### src/rtl/fft_r2_seq.sv
// fft_r2_seq: sequential in-place radix-2 DIT FFT over a valid/ready stream.
// Samples load in bit-reversed order. One butterfly per clock runs in place
// in a register array. Bins then stream out in natural order, with each
// stage scaled by 1/2 and saturated.
//
//   state     | meaning
//   S_LOAD    | accept N samples, write sample n to address bitrev(n)
//   S_COMPUTE | LOG2N stages x N/2 butterflies, one per cycle
//   S_UNLOAD  | present bin k from address k, advance on handshake
module fft_r2_seq #(
  parameter int N     = 8,
  parameter int DW    = 16,
  parameter int TW    = 16,
  parameter int LOG2N = $clog2(N)
) (
  input  logic                 clk,
  input  logic                 rst,
  input  logic                 in_valid,
  output logic                 in_ready,
  input  logic signed [DW-1:0] in_re,
  input  logic signed [DW-1:0] in_im,
  output logic                 out_valid,
  input  logic                 out_ready,
  output logic signed [DW-1:0] out_re,
  output logic signed [DW-1:0] out_im,
  output logic [LOG2N-1:0]     out_index,
  output logic                 out_last,
  output logic                 busy
);
  localparam int  HALF   = N / 2;
  localparam int  CW     = LOG2N - 1;
  localparam int  SW     = $clog2(LOG2N);
  localparam int  PW     = DW + TW + 1;
  localparam int  AW     = DW + 2;
  localparam real PI     = 3.14159265358979323846;
  localparam real TSCALE = 2.0 ** (TW - 2);

  typedef enum logic [1:0] {S_LOAD, S_COMPUTE, S_UNLOAD} state_t;

  state_t               state_q, state_d;
  logic [LOG2N-1:0]     cnt_q, cnt_d, cnt_nx;
  logic [CW-1:0]        bfly_q, bfly_d;
  logic [SW-1:0]        stage_q, stage_d;
  logic                 out_valid_q, out_valid_d, out_last_q, out_last_d;
  logic signed [DW-1:0] out_re_q, out_re_d, out_im_q, out_im_d;
  logic [LOG2N-1:0]     out_index_q, out_index_d;
  logic                 ld_we, bf_we;

  logic signed [DW-1:0] mem_re_q [N];
  logic signed [DW-1:0] mem_im_q [N];
  logic signed [TW-1:0] tw_re [HALF];
  logic signed [TW-1:0] tw_im [HALF];

  function automatic logic [LOG2N-1:0] bitrev(input logic [LOG2N-1:0] v);
    for (int i = 0; i < LOG2N; i++) bitrev[i] = v[LOG2N-1-i];
  endfunction

  function automatic logic signed [DW-1:0] sat(input logic signed [AW-1:0] v);
    if (v[AW-1:DW-1] == '0 || v[AW-1:DW-1] == '1) return v[DW-1:0];
    else if (v[AW-1]) return {1'b1, {(DW-1){1'b0}}};
    else return {1'b0, {(DW-1){1'b1}}};
  endfunction

  // Twiddle ROM W_N^k = cos(2*pi*k/N) - j*sin(2*pi*k/N), rounded to nearest.
  for (genvar k = 0; k < HALF; k++) begin : g_tw
    localparam real ANG = 2.0 * PI * k / N;
    localparam real VRE = $cos(ANG) * TSCALE;
    localparam real VIM = -$sin(ANG) * TSCALE;
    localparam int  IRE = (VRE >= 0.0) ? $rtoi(VRE + 0.5) : -$rtoi(0.5 - VRE);
    localparam int  IIM = (VIM >= 0.0) ? $rtoi(VIM + 0.5) : -$rtoi(0.5 - VIM);
    assign tw_re[k] = TW'(IRE);
    assign tw_im[k] = TW'(IIM);
  end

  logic [LOG2N-1:0] c_ext, j_off, addr_p, addr_q;
  logic [SW:0]      stage_p1;
  logic [CW-1:0]    tw_k;

  // Butterfly addressing: top p = g*2^(s+1)+j, bottom q = p+2^s, k = j*N/2^(s+1).
  always_comb begin
    c_ext    = {1'b0, bfly_q};
    stage_p1 = {1'b0, stage_q} + 1'b1;
    j_off    = c_ext & ((LOG2N'(1) << stage_q) - LOG2N'(1));
    addr_p   = ((c_ext >> stage_q) << stage_p1) | j_off;
    addr_q   = addr_p | (LOG2N'(1) << stage_q);
    tw_k     = CW'(j_off << (SW'(CW) - stage_q));
  end

  logic signed [DW-1:0] a_re, a_im, b_re, b_im, p_re, p_im, q_re, q_im;
  logic signed [TW-1:0] w_re, w_im;
  logic signed [PW-1:0] prod_re, prod_im;
  logic signed [AW-1:0] t_re, t_im, sp_re, sp_im, sq_re, sq_im;

  // Butterfly datapath: t = b*W >>> (TW-2), then (a +/- t) >>> 1 with saturation.
  always_comb begin
    a_re    = mem_re_q[addr_p];
    a_im    = mem_im_q[addr_p];
    b_re    = mem_re_q[addr_q];
    b_im    = mem_im_q[addr_q];
    w_re    = tw_re[tw_k];
    w_im    = tw_im[tw_k];
    prod_re = PW'(b_re) * PW'(w_re) - PW'(b_im) * PW'(w_im);
    prod_im = PW'(b_re) * PW'(w_im) + PW'(b_im) * PW'(w_re);
    // |b*W| stays below 2^(DW+1), so DW+2 bits hold the sums without wrap.
    t_re    = AW'(prod_re >>> (TW - 2));
    t_im    = AW'(prod_im >>> (TW - 2));
    sp_re   = (AW'(a_re) + t_re) >>> 1;
    sp_im   = (AW'(a_im) + t_im) >>> 1;
    sq_re   = (AW'(a_re) - t_re) >>> 1;
    sq_im   = (AW'(a_im) - t_im) >>> 1;
    p_re    = sat(sp_re);
    p_im    = sat(sp_im);
    q_re    = sat(sq_re);
    q_im    = sat(sq_im);
  end

  // Next-state, counters and registered output values.
  always_comb begin
    state_d     = state_q;
    cnt_d       = cnt_q;
    bfly_d      = bfly_q;
    stage_d     = stage_q;
    out_valid_d = out_valid_q;
    out_re_d    = out_re_q;
    out_im_d    = out_im_q;
    out_index_d = out_index_q;
    out_last_d  = out_last_q;
    ld_we       = 1'b0;
    bf_we       = 1'b0;
    cnt_nx      = cnt_q + 1'b1;
    unique case (state_q)
      S_LOAD: begin
        if (in_valid) begin
          ld_we = 1'b1;
          cnt_d = cnt_nx;
          if (cnt_q == LOG2N'(N - 1)) state_d = S_COMPUTE;
        end
      end
      S_COMPUTE: begin
        bf_we  = 1'b1;
        bfly_d = bfly_q + 1'b1;
        if (bfly_q == CW'(HALF - 1)) begin
          stage_d = stage_q + 1'b1;
          if (stage_q == SW'(LOG2N - 1)) begin
            // The last butterfly touches addresses N/2-1 and N-1, never 0,
            // so bin 0 can be taken from the array before that write lands.
            stage_d     = '0;
            state_d     = S_UNLOAD;
            out_valid_d = 1'b1;
            out_re_d    = mem_re_q[0];
            out_im_d    = mem_im_q[0];
            out_index_d = '0;
            out_last_d  = 1'b0;
          end
        end
      end
      S_UNLOAD: begin
        if (out_ready) begin
          if (cnt_q == LOG2N'(N - 1)) begin
            cnt_d       = '0;
            state_d     = S_LOAD;
            out_valid_d = 1'b0;
            out_last_d  = 1'b0;
          end else begin
            cnt_d       = cnt_nx;
            out_re_d    = mem_re_q[cnt_nx];
            out_im_d    = mem_im_q[cnt_nx];
            out_index_d = cnt_nx;
            out_last_d  = (cnt_nx == LOG2N'(N - 1));
          end
        end
      end
      default: state_d = S_LOAD;
    endcase
  end

  // Control and output registers; reset aborts any frame in flight.
  always_ff @(posedge clk or posedge rst) begin
    if (rst) begin
      state_q     <= S_LOAD;
      cnt_q       <= '0;
      bfly_q      <= '0;
      stage_q     <= '0;
      out_valid_q <= 1'b0;
      out_re_q    <= '0;
      out_im_q    <= '0;
      out_index_q <= '0;
      out_last_q  <= 1'b0;
    end else begin
      state_q     <= state_d;
      cnt_q       <= cnt_d;
      bfly_q      <= bfly_d;
      stage_q     <= stage_d;
      out_valid_q <= out_valid_d;
      out_re_q    <= out_re_d;
      out_im_q    <= out_im_d;
      out_index_q <= out_index_d;
      out_last_q  <= out_last_d;
    end
  end

  // Sample buffer: bit-reversed load, in-place butterfly write-back.
  always_ff @(posedge clk) begin
    if (ld_we) begin
      mem_re_q[bitrev(cnt_q)] <= in_re;
      mem_im_q[bitrev(cnt_q)] <= in_im;
    end
    if (bf_we) begin
      mem_re_q[addr_p] <= p_re;
      mem_im_q[addr_p] <= p_im;
      mem_re_q[addr_q] <= q_re;
      mem_im_q[addr_q] <= q_im;
    end
  end

  assign in_ready  = (state_q == S_LOAD);
  assign busy      = (state_q != S_LOAD);
  assign out_valid = out_valid_q;
  assign out_re    = out_re_q;
  assign out_im    = out_im_q;
  assign out_index = out_index_q;
  assign out_last  = out_last_q;
endmodule

### config.mk
export PLATFORM = sky130hd
export DESIGN_NAME = fft_r2_seq
export DESIGN_NICKNAME = d
export VERILOG_FILES = /design/src/rtl/fft_r2_seq.sv
export SDC_FILE = /design/constraint.sdc
export NUM_CORES = 2
export LEC_CHECK = 0
export CORE_MARGIN = 2
export CORE_UTILIZATION = 55
export CTS_CLUSTER_DIAMETER = 40
export DETAILED_ROUTE_END_ITERATION = 8
export GPL_ROUTABILITY_DRIVEN = 1
export PLACE_DENSITY = 0.73
export SETUP_SLACK_MARGIN = 0.1
export SLEW_MARGIN = 20
export SYNTH_ARGS = -nofsm -noshare
export SYNTH_HDL_FRONTEND = slang
export SYNTH_SLANG_ARGS = --single-unit
export TNS_END_PERCENT = 50
### constraint.sdc
create_clock -name clk -period 31.1 [get_ports clk]
set_input_delay 3.11 -clock clk [delete_from_list [all_inputs] [get_ports clk]]
set_output_delay 3.11 -clock clk [all_outputs]
set_load 0.1 [all_outputs]
==> metrics.txt <==
CP Capture Type=flop; Initial DRC Count=4414; commonest non-fill, non-tap cell in the layout=inv_1; Post-synth EDFFs=256; die area=0.0999 mm^2; Crit Path Max Fanout=38; DR vias/cell=5.92; I/O Buffers=74; syn nets=7095; Synth Register Bits=302; layout cells sized above 1=under 10%; wire per inst=22.7 um; CTS tree=done; met2 Track Usage GR=52.8%; total CTS buffers=26; Final Hold Fails=0; M3 GR Usage=5.38%; Slew Viols, Final=0; Routed Antenna Nets=0; final critical-path required period=15.62 ns; GPL Wtd Cong=around 1.0; mux contribution to synthesized area=7.00%; synthesis-to-finish area growth=5.92%; Final period util=50.2%; antenna violations before repair=5; Starting Density=55.5%; first-pass GRT wire length=246000 um; Setup TNS Final=0 ns; global-route usage over all layers=32.6%; Synth Area in Simple Gates=11.2%; H-tree depth=1; Horiz. Die Dim=316 um; Max-slew headroom=21.3%; sequential cell area fraction in the yosys report=16.5%; synth unique cells=100; synthesized area per cell=a little over 9 um^2; post-cts hold buffer count=0; Most used DFF post-synth=edfxtp_1; Core Rows=114; CP Class=flop to flop; CTS sink count=302; crit path from=stage_q[0]; count of final setup violators=0; Worst Clk Skew=0.0248 ns; CP bufs+invs=11; outcome=finished clean; vias=41400; CP required=31.38 ns; Layout Nets=between 7000 and 8000; GR Util met1=43.0%; WL final=159000 um; largest family of logic cells by synthesized area=adder cells; Max Root-Sink Buffers=3; largest net degree at the start of global routing=71; most used routing layer=met2; Ports=75; DRC viols=0; Worst path slowest cell=o21ai_1; hold_sp=out_im[2]; Core ar.=0.0966 mm^2; Initial DRT Pass Iterations=9; XOR/XNOR Fraction of Synth Area=3.04%; insertion delay to the later sink of the worst-skew pair=0.58 ns; FMAX=around 64 MHz; CP top delay family=adder cells; global route overflow=0; Die Ht=316 um; number of global-route vias before repair=42200; CP Data Arrival Time=15.90 ns; Post-Synth Adder-Cell Area=42.9%; RR Startpoint=stage_q[0]; Crit path top cell by count=fa_1; hpwl dp=about 120000 um; MaxCap Viol Count=0; clock-pin slew on the worst setup and hold paths=0.07 ns; post-CTS resize count=0; Syn Inst Count=5740; Mapped Area=roughly 0.054 mm^2; crit path launch type=flop; complex-gate fraction of the synthesized area=~8.6%; most frequent cells in the layout=inv_1, fa_1, nand2_1, ha_1, nor2_1; CTS Root Cell=clkbuf_16; RSZ-0062 raised after global routing=false; Synth warnings=0; postcts setup bufs=0; Hold Crit Class=flop to flop; max incr delay on CP=1.03 ns; FFs w/ async S/R, synth=15.2%; worst-margin pin slew=1.17 ns
-- tightest hold or removal path: cells and delay by family, from the launching register on --
family	cells	cell delay, ns
flip-flops	1	0.35
AND/OR/NAND/NOR	1	0.05
AO/OA/AOI/OAI	1	0.06
-- synthesized netlist by cell type (all sizes together) (54+ instances only) --
cell	number	share of area [%]
a21oi	290	2.8
and2	55	0.64
buf	54	0.43
clkbuf	177	1.2
edfxtp	256	14
fa	839	31
ha	480	11
inv	1295	9.1
mux2i	219	4.1
mux4	65	2.7
nand2	639	4.5
nand3	214	2.0
nor2	316	2.3
o21ai	164	1.6
xnor2	131	2.2
-- layout make-up --
| class | instances | area (um^2) |
|---|---|---|
| diodes | 1 | 2.50 |
| clock buffers | 40 | 766 |
| clock inverters | 8 | 57.6 |
| fillers | 8228 | 39800 |
| inverters | 1297 | 4870 |
| multi-input cells | 3910 | 39200 |
| flip-flops and latches | 302 | 8840 |
| well taps | 1276 | 1600 |
| repair buffers | 157 | 1360 |
-- cell families (layout without fill, tap and decap cells) --
| logic type | Yosys count | in the layout |
|---|---|---|
| buffers and inverters | 1528 | 1502 |
| AND/OR/NAND/NOR | 1379 | 1379 |
| adder cells (fa/ha/maj) | 1334 | 1334 |
| AO/OA/AOI/OAI | 726 | 726 |
| flip-flops | 302 | 302 |
| multiplexers | 292 | 292 |
| XOR/XNOR | 179 | 179 |
| other | 0 | 1 |
-- through the flow --
stage	setup slack [ns]	util (%)	area, um^2	instances	hold WS, ns
finish	15.48	58.7	56700	6991	0.487
global route	14.58	58.7	56700	6990	0.515
global placement	15.65	57.8	55900	6942	0.463
detailed placement	15.39	57.8	55900	6942	0.469
CTS	15.31	58.7	56700	6990	0.489
floorplan	17.59	-	53500	5740	0.508
-- flip-flops by register name, summed over array words and instances (netlist names) --
register   flops
out_valid      1
bfly_q         2
out_last       1
mem_re_q     128
cnt_q          3
out_im        16
stage_q        2
out_index      3
state_q        2
mem_im_q     128
out_re        16
-- worst paths after layout --
path	end	slack, ns	cells past startpoint
max	mem_re_q[4][14]	15.48	53
min	out_im[2]	0.49	2
max reg2reg	mem_re_q[4][14]	15.48	53
min reg2reg	out_im[2]	0.49	2
max in group asynchronous	cnt_q[0]	27.59	2
min in group asynchronous	out_re[9]	2.97	2
-- metal layers --
metal,vias up,part of all wire (%)
li1,18100,-
met1,20400,37
met2,2347,47
met3,533,10
met4,4,5.9
met5,-,0.016
Power is not shown: default switching activity piles up to over one toggle a cycle in this logic, so the estimate is an artifact.
